## src/rtl/imm_ext_pipe.sv

```systemverilog
// Immediate extender for the decode/execute boundary: widens an IN_W-bit immediate
// (zero / sign / load-upper / branch) into a two-entry registered valid/ready pipeline.
module imm_ext_pipe #(
  parameter int IN_W  = 16,
  parameter int OUT_W = 32
) (
  input  logic             Clk,
  input  logic             Rst_N,
  input  logic [IN_W-1:0]  Imme_In,
  input  logic [1:0]       Ext_Mode,
  input  logic             In_Valid,
  output logic             In_Ready,
  output logic [OUT_W-1:0] Ext_Out,
  output logic             Out_Valid,
  input  logic             Out_Ready,
  input  logic             Flush,
  output logic [1:0]       Occupancy
);

  localparam int PAD_W = OUT_W - IN_W;

  // Handshake: a beat transfers on a rising edge where valid & ready are both high;
  // In_Ready depends only on stored state, never combinationally on Out_Ready.
  typedef enum logic [1:0] {
    ST_EMPTY = 2'd0,
    ST_ONE   = 2'd1,
    ST_FULL  = 2'd2
  } state_e;

  state_e            state_q, state_d;
  logic [OUT_W-1:0]  or_data_q, or_data_d;
  logic [OUT_W-1:0]  sr_data_q, sr_data_d;
  logic [OUT_W-1:0]  sext_val;
  logic [OUT_W-1:0]  ext_val;
  logic              accept;
  logic              pop;

  always_comb begin
    sext_val = {{PAD_W{Imme_In[IN_W-1]}}, Imme_In};
    ext_val  = '0;
    case (Ext_Mode)
      2'b00:   ext_val = {{PAD_W{1'b0}}, Imme_In};
      2'b01:   ext_val = sext_val;
      2'b10:   ext_val = {Imme_In, {PAD_W{1'b0}}};
      default: ext_val = {sext_val[OUT_W-3:0], 2'b00};
    endcase
  end

  assign In_Ready  = (state_q != ST_FULL);
  assign Out_Valid = (state_q != ST_EMPTY);
  assign Ext_Out   = or_data_q;
  assign Occupancy = state_q;
  assign accept    = In_Valid & In_Ready;
  assign pop       = Out_Valid & Out_Ready;

  // OR always holds the oldest entry; SR is only ever filled when OR is occupied
  // and not draining, so FIFO order falls out of the state encoding.
  always_comb begin
    state_d   = state_q;
    or_data_d = or_data_q;
    sr_data_d = sr_data_q;
    if (Flush) begin
      state_d = ST_EMPTY;
    end else begin
      case (state_q)
        ST_EMPTY: begin
          if (accept) begin
            or_data_d = ext_val;
            state_d   = ST_ONE;
          end
        end
        ST_ONE: begin
          if (accept && pop) begin
            or_data_d = ext_val;
          end else if (accept) begin
            sr_data_d = ext_val;
            state_d   = ST_FULL;
          end else if (pop) begin
            state_d   = ST_EMPTY;
          end
        end
        ST_FULL: begin
          if (pop) begin
            or_data_d = sr_data_q;
            state_d   = ST_ONE;
          end
        end
        default: state_d = ST_EMPTY;
      endcase
    end
  end

  always_ff @(posedge Clk or negedge Rst_N) begin
    if (!Rst_N) begin
      state_q   <= ST_EMPTY;
      or_data_q <= '0;
      sr_data_q <= '0;
    end else begin
      state_q   <= state_d;
      or_data_q <= or_data_d;
      sr_data_q <= sr_data_d;
    end
  end

endmodule

```

## config.mk

```make
export PLATFORM = sky130hd
export DESIGN_NAME = imm_ext_pipe
export DESIGN_NICKNAME = d
export VERILOG_FILES = /design/src/rtl/imm_ext_pipe.sv
export SDC_FILE = /design/constraint.sdc
export NUM_CORES = 1
export LEC_CHECK = 0
export ABC_CLOCK_PERIOD_IN_PS = 4100
export CAP_MARGIN = 20
export CORE_ASPECT_RATIO = 0.9
export CORE_MARGIN = 4
export CORE_UTILIZATION = 30
export DETAILED_ROUTE_END_ITERATION = 16
export GPL_TIMING_DRIVEN = 0
export PLACE_DENSITY_LB_ADDON = 0.08
export SLEW_MARGIN = 15
export SYNTH_ARGS = -nofsm -noshare
export SYNTH_HDL_FRONTEND = slang
export SYNTH_SLANG_ARGS = --single-unit
```

## constraint.sdc

```tcl
create_clock -name Clk -period 4.1 [get_ports Clk]
set_clock_uncertainty 0.1 [all_clocks]
set_input_delay 0.82 -clock Clk [delete_from_list [all_inputs] [get_ports Clk]]
set_output_delay 0.82 -clock Clk [all_outputs]
set_load 0.02 [all_outputs]
```

Word level (Yosys, flattened, before mapping)
Index checks and enable logic that the tools add are counted.

Reduce and logical (&&, ||, !) cells: 8. Bitwise logic cells: 4. Equal/unequal tests: 12. Muxes and demuxes: 12.

Operators with widths (number): case mux 32 bit (3 select lines) (2); 2-to-1 mux 32 bit (3); 2-to-1 mux 2 bit (6); != test 3 bit, second input constant (3); != test 2 bit, second input constant (4); AND reduction 4 bit (2); case mux 2 bit (3 select lines) (1); AND reduction 5 bit (1); == test 2 x 1 -> 1 bit, second input constant (2); == test 2 bit, second input constant (2); logical NOT 2 bit (2); != test 4 bit, second input constant (1); nonzero test 3 bit (1); bitwise AND 1 bit (2); NOT 1 bit (2); nonzero test 2 bit (1); logical AND 1 bit (1).

Input bits: 23. Output and inout port bits: 36. Logic and storage cells: 39. Register bits: 66.

Longest topological paths before layout
Gate-level depths: netlist of the first run.

Depth in word-level cells: 7. Depth in mapped cells: 6. Depth with buffers taken out: 5.

Least setup slack after synthesis of the first run
OpenSTA, ideal clock, no wires.

Kind: input to register. Start point: in Ext_Mode[1]. End point: reg or_data_q[16], in the netlist Ext_Out[16]. Path slack: 2061 ps. Buffers on the path: 1. Stages: 5. Data arrival time: 1814 ps. Library setup time: 125 ps. Data required time: 3875 ps. Cell sequence: buf_2 mux2_2 a22oi_1 a21oi_1 mux2_4.

Cells in the longest elaborated chain, start to end: 4. Elaborated cells on any way between the ends: 7. Classes of those cells: eq/ne: 2; mux: 4; reduce/logical: 1.

Ends and longest elaborated chain: start: declaration (RTL line 10) `input logic [1:0] Ext_Mode,`; == test 2 bit, or another cell as far along (RTL line 41) `case (Ext_Mode)`; case mux 32 bit (3 select lines) (*) (RTL line 41); 2-to-1 mux 32 bit (on tied branches) (RTL line 73, 67); case mux 32 bit (3 select lines) (*) (RTL line 65) `case (state_q)`; end signal: assignment (RTL line 100) `or_data_q <= or_data_d;`; end: declaration (RTL line 31) `logic [OUT_W-1:0] or_data_q, or_data_d;`.

Mark *: on every way between the ends. The rest lies on a longest branch, timed or not. The select of a mux whose other input is x is not followed. A chain may end at the register's enable or synchronous reset.

Worst setup path in the final report of the first run
Start point: reg state_q[1], in the netlist Occupancy[1]. End point: out In_Ready.

Cells in the longest elaborated chain, start to end: 1.

Ends and longest elaborated chain: start: declaration (RTL line 30) `state_e state_q, state_d;`; start signal: assignment (RTL line 99) `state_q <= state_d;`; != test 2 bit (RTL line 49) `assign In_Ready = (state_q != ST_FULL);`; end: declaration (RTL line 12) `output logic In_Ready,`.

No other way between the ends.

==> results of run 1 <==
[flip-flops by register name, summed over array words and instances (netlist names)]
name,flops
sr_data_q,32
Occupancy,2
Ext_Out,32
[cell usage in the layout, fill, tap and decap left out, types with 3 or more instances in the layout]
master	count
nor2b_1	16
clkbuf_2	3
buf_2	10
dfrtp_1	66
clkbuf_16	9
buf_6	3
nand2_1	65
o21ai_0	64
a21oi_1	30
nor2_1	3
clkbuf_1	7
clkdlybuf4s50_1	57
mux2_4	30
[metal layers]
| metal | vias to the layer above | track usage, % | wire (microns) | part of all wire [%] |
|---|---|---|---|---|
| li1 | 1204 | - | - | - |
| met1 | 1173 | 20.89 | 4262 | 50 |
| met2 | 61 | 20.88 | 3668 | 43 |
| met3 | 11 | 4.496 | 395 | 4.7 |
| met4 | 0 | 4.668 | 119 | 1.4 |
| met5 | - | 0 | 0 | 0 |
[power groups by stage]
stage | combinational (W) | clock, W | sequential, W
2_1_floorplan | 0.000218 | 0 | 0.000948
3_3_place_gp | 0.000523 | 0 | 0.000872
3_5_place_dp | 0.000530 | 0 | 0.000876
4_1_cts | 0.000533 | 0.000857 | 0.000866
5_1_grt | 0.000570 | 0.000889 | 0.000884
6_report | 0.000524 | 0.000834 | 0.000865
[final cells by class]
type	instances	area, sq um	share of cell area [%]
repair buffers	59	605.6	14.12
inverters	1	3.754	0.08754
multi-input cells	224	1420	33.12
well taps	129	161.4	3.764
clock buffers	13	260.3	6.069
plain buffers	22	125.1	2.918
clock inverters	2	60.06	1.401
flip-flops and latches	66	1652	38.52
[how the worst max path moves through the flow]
stage / start / end / slack, ps / cells after the start
after floorplan: Ext_Mode[1] / Ext_Out[16] / 2060 / 5
after global placement: Rst_N / Ext_Out[19] / -320 / 1
after detailed placement: Ext_Mode[1] / Ext_Out[16] / 1340 / 6
after CTS: Occupancy[1] / In_Ready / 1270 / 4
after global routing: Occupancy[1] / In_Ready / 1190 / 4
final: Occupancy[1] / In_Ready / 1300 / 4
[logic make-up after synthesis]
logic type,count (synthesis)
multiplexers,34
AO/OA/AOI/OAI,97
AND/OR/NAND/NOR,93
buffers and inverters,23
flip-flops,66
[metrics by stage]
stage | hold slack (ps) | total power (W) | utilization, %
3_3_place_gp | 362.0 | 0.001395 | 38.15
4_1_cts | 281.1 | 0.002256 | 41.49
2_1_floorplan | 349.7 | 0.001165 | -
5_1_grt | 285.8 | 0.002344 | 41.49
6_report | 283.4 | 0.002223 | 41.49
3_5_place_dp | 370.5 | 0.001406 | 38.39
==> impl_results.md, run 1 <==
- Status: finished clean
- Slowest-stage cell, CP: clkdlybuf4s50_1
- IO Count: 59
- FF-to-FF path depth: 6
- Placed cells: 501
- Post-Syn Nets: 336
- EDFF count, synth: 0
- Pwr Density: 518.5 nW/um^2
- Peak VDD IR: 0.2357 mV
- Yosys top cell by area: dfrtp_1
- Antenna violations before repair: 0
- Worst r2r dst: sr_data_q[12]
- Clock Tree Root: clkbuf_16
- Filler cells: 1,056
- CP Launch Type: flip-flop
- RR Startpoint: Occupancy[1]
- Cell variety after synth: 27
- Least-Margin Pin Slew: 489.1 ps
- Cell-internal power: 0.001633 W
- Total Routed Length: 8446 microns
- Post-CTS Hold Fix Bufs: 0
- CTS clk-pin slew, worst paths: 50 ps
- Yosys warns: 0
- Top cell type's share of synthesized area: 51.60%
- Drt pass-1 iters: 4
- Share of layout cells above drive strength 1: 17.83%
- Unrepaired setup endpoints after global routing: false
- Fin. Hold Viols: 0
- Logic pwr share: 23.6%
- Crit. End Element: output port
- Diode count: 0
- Synth Area in Simple Gates: 13.17%
- Largest net degree at the start of global routing: 46
- Cell Area, Synth: 3201 sq um
- Share of the yosys chip area belonging to registers: 51.60%
- TritonCTS buffer count: 9
- Vias in the first global route: 2,532
- Die Ht: 106.0 microns
- Post-DP Area: 3968 sq um
- Remaining global-route overflow: 0
- Fin cells: 516
- Initial Util: 30.97%
- Largest stage delay, worst path: 630 ps
- Buf+Inv Stages, Crit Path: 3
- Final Cycle Share: 68.19%
- Psw: 0.0005901 W
- Tot GR Track Use: 14.60%
- Routed Antenna Nets: 0
- Total Nets Final: 406
- Post-Synth Adder-Cell Area: 0%
- Period minus WS final: 2796 ps
- Max-slew violation count: 0
- CTS tree: done
- Final Setup Violations: 0
- Postcts setup bufs: 0
- First-pass GRT wire length: 13,820 microns
- Clk_lat worst skew: 330 ps
- Die footprint: 12,390 sq um
- Post-synthesis compound-gate area fraction: 15.75%
- Most common flop cell mapped by yosys: dfrtp_1
- Non-Filler Cell Area, Final: 4288 sq um
- GPL Wtd Cong: 0.7716
- Max Cap Viol: 0
- Die width: 116.9 microns
- Mux contribution to synthesized area: 15.44%
- Avg Cell Area, Syn: 10.23 sq um
- Port buffer count: 58
- Setup_tns: 0 ps
- Arr. time, crit path: 1880 ps
- Max clock buf depth: 2
- Clk pwr share: 37.5%
- Synth cell count leaders: 66 x dfrtp_1, 65 x nand2_1, 64 x o21ai_0
- Cells after Synth: 313
- Via-to-Cell Ratio: 4.746
- Critical path required time: 3180 ps
- Critical path cell sequence: nor2b_1 > buf_2 > inv_1 > clkdlybuf4s50_1
- Drt initial violations: 125
- Setup WS post-layout: 1304 ps
- Core footprint: 10,330 sq um
- R2R Setup Slk: 2300 ps
- Seq cells post-synth: 66
- Seq pwr share: 38.9%
- Post_cts resized: 0
- Dpl hpwl: 6018 microns
- Num rows: 35
- Max-Slew Margin vs Limit: 67.39%
- XOR/XNOR Fraction of Synth Area: 0%
- Clock Sinks: 66
- Worst Hold Class: in -> async
- Crit-path leading delay family: buffers and inverters
- Leak: 1.895 nW
- Post-synth ARST share: 100.0%
- Count leader, synth: dfrtp_1
- Largest family of logic cells by synthesized area: compound AO/OA/AOI/OAI gates
- Max Clk Rate: 357.7 MHz
- Crit path kind: reg -> out
- Area Overhead vs Synth: 33.97%
- Pre-CTS worst setup slack: 1337 ps
- Top cells by area, synth: dfrtp_1 52%, mux2_4 14%, o21ai_0 10%
- CTS H-tree depth: 3
- Sw Share: 26.54%
- Crit-path max FO: 9
- Drt wl/cell: 16.37 microns
- DRC errors left: 0
- Via count: 2,449
Power figures use the tool's default switching activity.
==> inputs of run 2 (changes only) <==
- ABC_CLOCK_PERIOD_IN_PS: 4100 -> 2500
- clock period: 4.1 -> 2.5 ns (I/O delays scaled with it)
==> impl_results.md, run 2 (synthesis gave the netlist of run 1 again) <==
- Status: finished clean
- Max Clk Rate: 448.6 MHz
- Max-Slew Margin vs Limit: 67.47%
- Crit. End Element: output port
- Tot GR Track Use: 14.60%
- Drt pass-1 iters: 4
- Antenna violations before repair: 0
- CTS clk-pin slew, worst paths: 50 ps
- DRC errors left: 0
- Crit-path max FO: 7
- Psw: 0.0009676 W
- Logic pwr share: 23.6%
- Seq pwr share: 38.9%
- Arr. time, crit path: 1630 ps
- Clk_lat worst skew: 330 ps
- Most common cell after layout, fill and taps aside: dfrtp_1
- Fin. Hold Viols: 0
- Worst Hold Class: reg -> reg
- Largest net degree at the start of global routing: 46
- Drt initial violations: 127
- Clock Sinks: 66
- GPL Wtd Cong: 0.7716
- Max-slew violation count: 0
- Dpl hpwl: 6018 microns
- Clock Tree Root: clkbuf_16
- Diode count: 0
- TritonCTS buffer count: 9
- Filler cells: 1,055
- Crit path kind: reg -> out
- Share of layout cells above drive strength 1: 17.78%
- Commonest cells after routing, fill and taps aside: 66 x dfrtp_1, 65 x nand2_1, 64 x o21ai_0, 56 x clkdlybuf4s50_1
- Pwr Density: 848.7 nW/um^2
- CTS tree: done
- Vias in the first global route: 2,540
- Initial Util: 30.97%
- Unrepaired setup endpoints after global routing: false
- Final Cycle Share: 89.16%
- Final Total Pwr: 0.003647 W
- Worst hold slack: 377.0 ps
- Num rows: 35
- Leak: 1.897 nW
- Area taken by multi-input logic gates: 1420 sq um
- Port buffer count: 58
- Period minus WS final: 2229 ps
- Routed Antenna Nets: 0
- CP Launch Type: flip-flop
- Via count: 2,457
- Cell-internal power: 0.002679 W
- Postcts setup bufs: 0
- First-pass GRT wire length: 13,820 microns
- Least-Margin Pin Slew: 488.0 ps
- Sw Share: 26.53%
- CTS H-tree depth: 3
- Max clock buf depth: 2
- IO Count: 59
- Total Routed Length: 8448 microns
- Non-Filler Cell Area, Final: 4297 sq um
- Max Cap Viol: 0
- Area Overhead vs Synth: 34.25%
- Clk pwr share: 37.5%
- Core footprint: 10,330 sq um
- Final Setup Violations: 0
- Remaining global-route overflow: 0
- Register area: 1652 sq um
- Via-to-Cell Ratio: 4.752
- Die footprint: 12,390 sq um
- Critical path required time: 1900 ps
- Drt wl/cell: 16.34 microns
- Post-DP Area: 3968 sq um
- Die width: 116.9 microns
- Total Nets Final: 407
- Peak VDD IR: 0.3870 mV
- Die Ht: 106.0 microns
[run 2: cell count changes in the layout (fill, tap and decap cells not counted), sizes merged]
cell           before  now
clkdlybuf4s50      57   56
dlygate4sd2         0    1
dlygate4sd3         0    1
[run 2: path summary, 6_finish.rpt]
kind	start	endpoint	slack (ps)	cells after the start
worst min-delay path	sr_data_q[8]	sr_data_q[8]	380	2
min in group asynchronous	Rst_N	Ext_Out[25]	510	2
worst max register to register	Occupancy[1]	sr_data_q[12]	680	6
worst max-delay path	Occupancy[1]	Out_Valid	270	2
worst min register to register	sr_data_q[8]	sr_data_q[8]	380	2
max in group asynchronous	Rst_N	Ext_Out[21]	1260	3
[run 2: final cells by class]
type / count / share of cell area, %
Multi-Input combinational cell: 224 / 33.05
Sequential cell: 66 / 38.44
Clock buffer: 13 / 6.057
Clock inverter: 2 / 1.398
Timing Repair Buffer: 60 / 14.30
Tap cell: 129 / 3.757
Inverter: 1 / 0.08736
Buffer: 22 / 2.912
[run 2: metal layers]
layer  GRT usage [%]  part of all wire [%]  up-vias
met4           4.668                   1.4        0
met2           20.88                    43       57
met1           20.89                    50     1183
met3           4.496                   5.0       11
met5               0                     0        -
li1                -                     -     1206
[run 2: what timing repair did]
| item | 4_1_cts | 5_1_grt |
|---|---|---|
| endpoints found under the hold margin | 21 | 0 |
| gates resized for setup | 1 | 0 |
| hold buffers | 1 | 0 |
| endpoints found under the setup margin | 1 | 0 |
[run 2: power by group through the flow]
stage,clock [W],combinational [W],sequential (W)
floorplan,0,0.000357,0.00155
global placement,0,0.000858,0.00143
detailed placement,0,0.000869,0.00144
CTS,0.00141,0.000874,0.00142
global route,0.00146,0.000936,0.00145
finish,0.00137,0.000861,0.00142
[run 2: through the flow]
stage                     std cells  TNS [ps]  utilization, %  setup WS, ps
after floorplan                 313         0               -         755.6
after global placement          500   -105140           38.15         -1599
after detailed placement        501         0           38.39         56.59
after CTS                       517         0           41.57         253.0
after global routing            517         0           41.57         169.4
final                           517         0           41.57         271.0
[run 2: worst max-delay path, cell delays in order, from the launching register on]
cell and delay (ps):
dfrtp_1 460, or2_2 300, clkdlybuf4s50_1 540
==> inputs of run 3 (changes only) <==
- REMOVE_ABC_BUFFERS: not set -> 1
==> impl_results.md, run 3 (synthesis gave the netlist of run 1 again) <==
- Leak: 1.828 nW
- Most common cell after layout, fill and taps aside: dfrtp_1
- Die width: 116.9 microns
- Worst hold slack: 6.154 ps
- Buf+Inv Stages, Crit Path: 2
- Total Routed Length: 7748 microns
- Via count: 2,315
- Tot GR Track Use: 13.64%
- Pwr Density: 806.5 nW/um^2
- Total stage count of the critical path: 6
- Non-Filler Cell Area, Final: 4203 sq um
- Placed cells: 482
- Post-DP Area: 3923 sq um
- Die footprint: 12,390 sq um
- Clk_lat worst skew: 320 ps
- Clock Sinks: 66
- Diode count: 0
- CTS tree: done
- Fin. Hold Viols: 0
- Max Clk Rate: 427.9 MHz
- Worst Hold Class: in -> async
- IO Count: 59
- Largest net degree at the start of global routing: 42
- Arr. time, crit path: 2440 ps
- Drt pass-1 iters: 4
- First-pass GRT wire length: 12,990 microns
- Status: finished clean
- Crit path to: Ext_Out[23]
- Slowest-stage cell, CP: o21bai_4
- Final Setup Violations: 0
- Max Cap Viol: 0
- Remaining global-route overflow: 0
- Max-slew violation count: 0
- Crit path kind: in -> reg
- Period minus WS final: 2337 ps
- Crit. End Element: flip-flop
- Filler cells: 1,041
- Total Nets Final: 389
- Max-Slew Margin vs Limit: 33.12%
- R2R Setup Slk: 260 ps
- Num rows: 35
- Setup_tns: 0 ps
- Port buffer count: 58
- Max clock buf depth: 2
- Antenna violations before repair: 0
- Unrepaired setup endpoints after global routing: false
- GPL Wtd Cong: 0.6877
- CTS clk-pin slew, worst paths: 50 ps
- Largest stage delay, worst path: 530 ps
- TritonCTS buffer count: 9
- Final Total Pwr: 0.003390 W
- Initial Util: 30.97%
- Via-to-Cell Ratio: 4.649
- Routed Antenna Nets: 0
- RR Startpoint: Occupancy[1]
- Drt wl/cell: 15.56 microns
- Fin cells: 498
- Commonest cells after routing, fill and taps aside: 66 x dfrtp_1, 64 x nand2_1, 64 x o21ai_0, 56 x clkdlybuf4s50_1
- Final Cycle Share: 93.48%
- DRC errors left: 0
- Clock Tree Root: clkbuf_16
- Area Overhead vs Synth: 31.31%
- Die Ht: 106.0 microns
- Least-Margin Pin Slew: 1003 ps
- FF-to-FF path depth: 5
- Critical path required time: 2600 ps
- Post-CTS Hold Fix Bufs: 0
- Vias in the first global route: 2,428
- Crit-path max FO: 19
- Worst r2r dst: Ext_Out[23]
- Crit-path leading delay family: buffers and inverters
- Dpl hpwl: 4948 microns
- Worst Setup SP: Out_Ready
- Critical path cell sequence: clkdlybuf4s50_1 > mux2i_1 > nor2_2 > o21bai_4 > buf_12 > mux2_2
- Peak VDD IR: 0.2818 mV
- Share of layout cells above drive strength 1: 16.26%
- Core footprint: 10,330 sq um
- CP Launch Type: primary input
- CTS H-tree depth: 3
- Drt initial violations: 157
[run 3: per-stage QoR]
step	setup WS, ps	util (%)
3_3_place_gp	-2563	36.94
4_1_cts	90.39	40.67
2_1_floorplan	-1160	-
3_5_place_dp	-630.6	37.95
6_report	163.0	40.67
5_1_grt	0.6135	40.67
[run 3: final cells by class]
class	count	area, sq um	area share, %
Clock buffer	11	242.7	5.776
Timing Repair Buffer	63	679.4	16.17
Sequential cell	66	1652	39.30
Inverter	1	3.754	0.08931
Multi-Input combinational cell	225	1446	34.42
Clock inverter	3	17.52	0.4168
Tap cell	129	161.4	3.840
[run 3: power by group]
| group | total, W | switching (W) | internal, W |
|---|---|---|---|
| clock | 0.00112 | 0.000440 | 0.000683 |
| combinational | 0.000845 | 0.000390 | 0.000455 |
| sequential | 0.00142 | 0.000124 | 0.00130 |
| total | 0.00339 | 0.000954 | 0.00244 |
[run 3: how the worst min path moves through the flow]
| stage | start | endpoint | slack [ps] | depth (start not counted) |
|---|---|---|---|---|
| 4_1_cts | Rst_N | Occupancy[1] | 10 | 1 |
| 3_3_place_gp | sr_data_q[0] | sr_data_q[0] | 360 | 2 |
| 5_1_grt | Rst_N | Occupancy[1] | 20 | 1 |
| 6_report | Rst_N | Occupancy[1] | 6 | 1 |
| 2_1_floorplan | Rst_N | Ext_Out[0] | 100 | 0 |
| 3_5_place_dp | Rst_N | Occupancy[1] | 360 | 1 |
[run 3: layer usage]
metal  global-route usage, %  wire length, microns  vias up
li1                        -                     -     1167
met1                   20.06                  4001     1086
met2                   19.62                  3331       56
met3                   3.984                   349        6
met4                   3.194                    66        0
met5                       0                     0        -
[run 3: what timing repair did]
item                       4_1_cts  5_1_grt
pin swaps                        0        1
gates cloned                     1        0
setup endpoints to repair       31        2
resized for setup                2        0
setup buffers                    1        0
==> RTL change: new RTL, config.mk and constraints of run 3 <==
`OUT_W`: 32 -> 64.
--- a/src/rtl/imm_ext_pipe.sv
+++ b/src/rtl/imm_ext_pipe.sv
@@ -2,7 +2,7 @@
 // (zero / sign / load-upper / branch) into a two-entry registered valid/ready pipeline.
 module imm_ext_pipe #(
   parameter int IN_W  = 16,
-  parameter int OUT_W = 32
+  parameter int OUT_W = 64
 ) (
   input  logic             Clk,
   input  logic             Rst_N,
Ports: changed (resized Ext_Out); port bits go from 59 to 91. No check against the original RTL was run, so the function may have changed too.
==> RTL change against run 3 <==
  * Synthesized area increased by 15%
  * Worst setup slack worse by 0.013 ns
  * Clock power increased by 30%
  * Utilization decreased by 0.51 points
  * Wire length is 15% higher
  * Cell area up 15%
  * Total power up 25%
  * Sequential cell count up 4
  * Critical path type is now register to output port
  * Largest cell class unchanged
==> RTL change: results <==
[yosys]
yosys-top-cells-area = "dfrtp_1, mux2_4, a21oi_1, buf_4, nor2_1"
synth_top_area_share = 0.476
synth.yosys.seq_area_share = 0.476
synth.distinct_cells = 31
synth.mux.area_fraction = 0.135
synth_compound_area_frac = 0.140
syn_avg_cell_area_um2 = 10.2
synth_top_family_by_area = "simple AND/OR/NAND/NOR gates"
ys_ff_latch = 70

[route]
drt_first_iter_violations = 138
wl_met2_um = 4220

[worst_setup_path]
reg2reg_slack_ns = 0.42
rr_endpoint = "sr_data_q[62]"
r2r_cells = 6

[final_layout]
multi_input_area_share = 0.319
nClkBuffers = 9
bufAreaShareNonClock = 0.205
clkCellAreaFrac = 0.0699
n_fill_cell = 1192
drive_gt1_frac = 0.171

[run_status]
status = "completed"

[power_and_ir_drop]
p_leak_nw = 2.06
ir_worst_vdd_uv = 410
swShare = 0.290
clkPwrFrac = 0.345
combinationalPowerShare = 0.287

[global_route]
grt_use_met2 = 0.205
grt_max_degree = 45
grt_use_total = 0.130
grt_use_met1 = 0.176

[clocking]
cts-resized-gates = 7

[placed_design]
detailed_place_hpwl_um = 5950
==> RTL change: cell count changes in the layout (fill, tap and decap cells not counted), moves of 2 or more <==
cell	before	now
nand2_1	64	41
dfrtp_1	66	69
o21ai_2	0	4
nor2_1	3	45
o21ai_0	64	7
a21oi_4	0	2
a31oi_1	0	15
mux2_2	2	4
a21oi_1	30	45
o21ai_1	0	15
bufinv_16	0	3
clkdlybuf4s50_1	56	87
==> RTL change: kinds of logic (layout without fill, tap and decap cells) <==
group	after synthesis	count (layout)
simple gates	115	115
compound gates	90	90
flops	70	70
buf+inv	52	112
mux	34	34
==> RTL change: per-stage QoR <==
step            util  setup TNS (ns)  setup WS [ns]
3_5_place_dp   0.373          -19.50         -0.481
4_1_cts        0.402               0          0.137
2_1_floorplan      -          -70.72          -2.23
5_1_grt        0.402               0        0.00608
3_3_place_gp   0.365         -179.44          -1.85
6_report       0.402               0          0.150
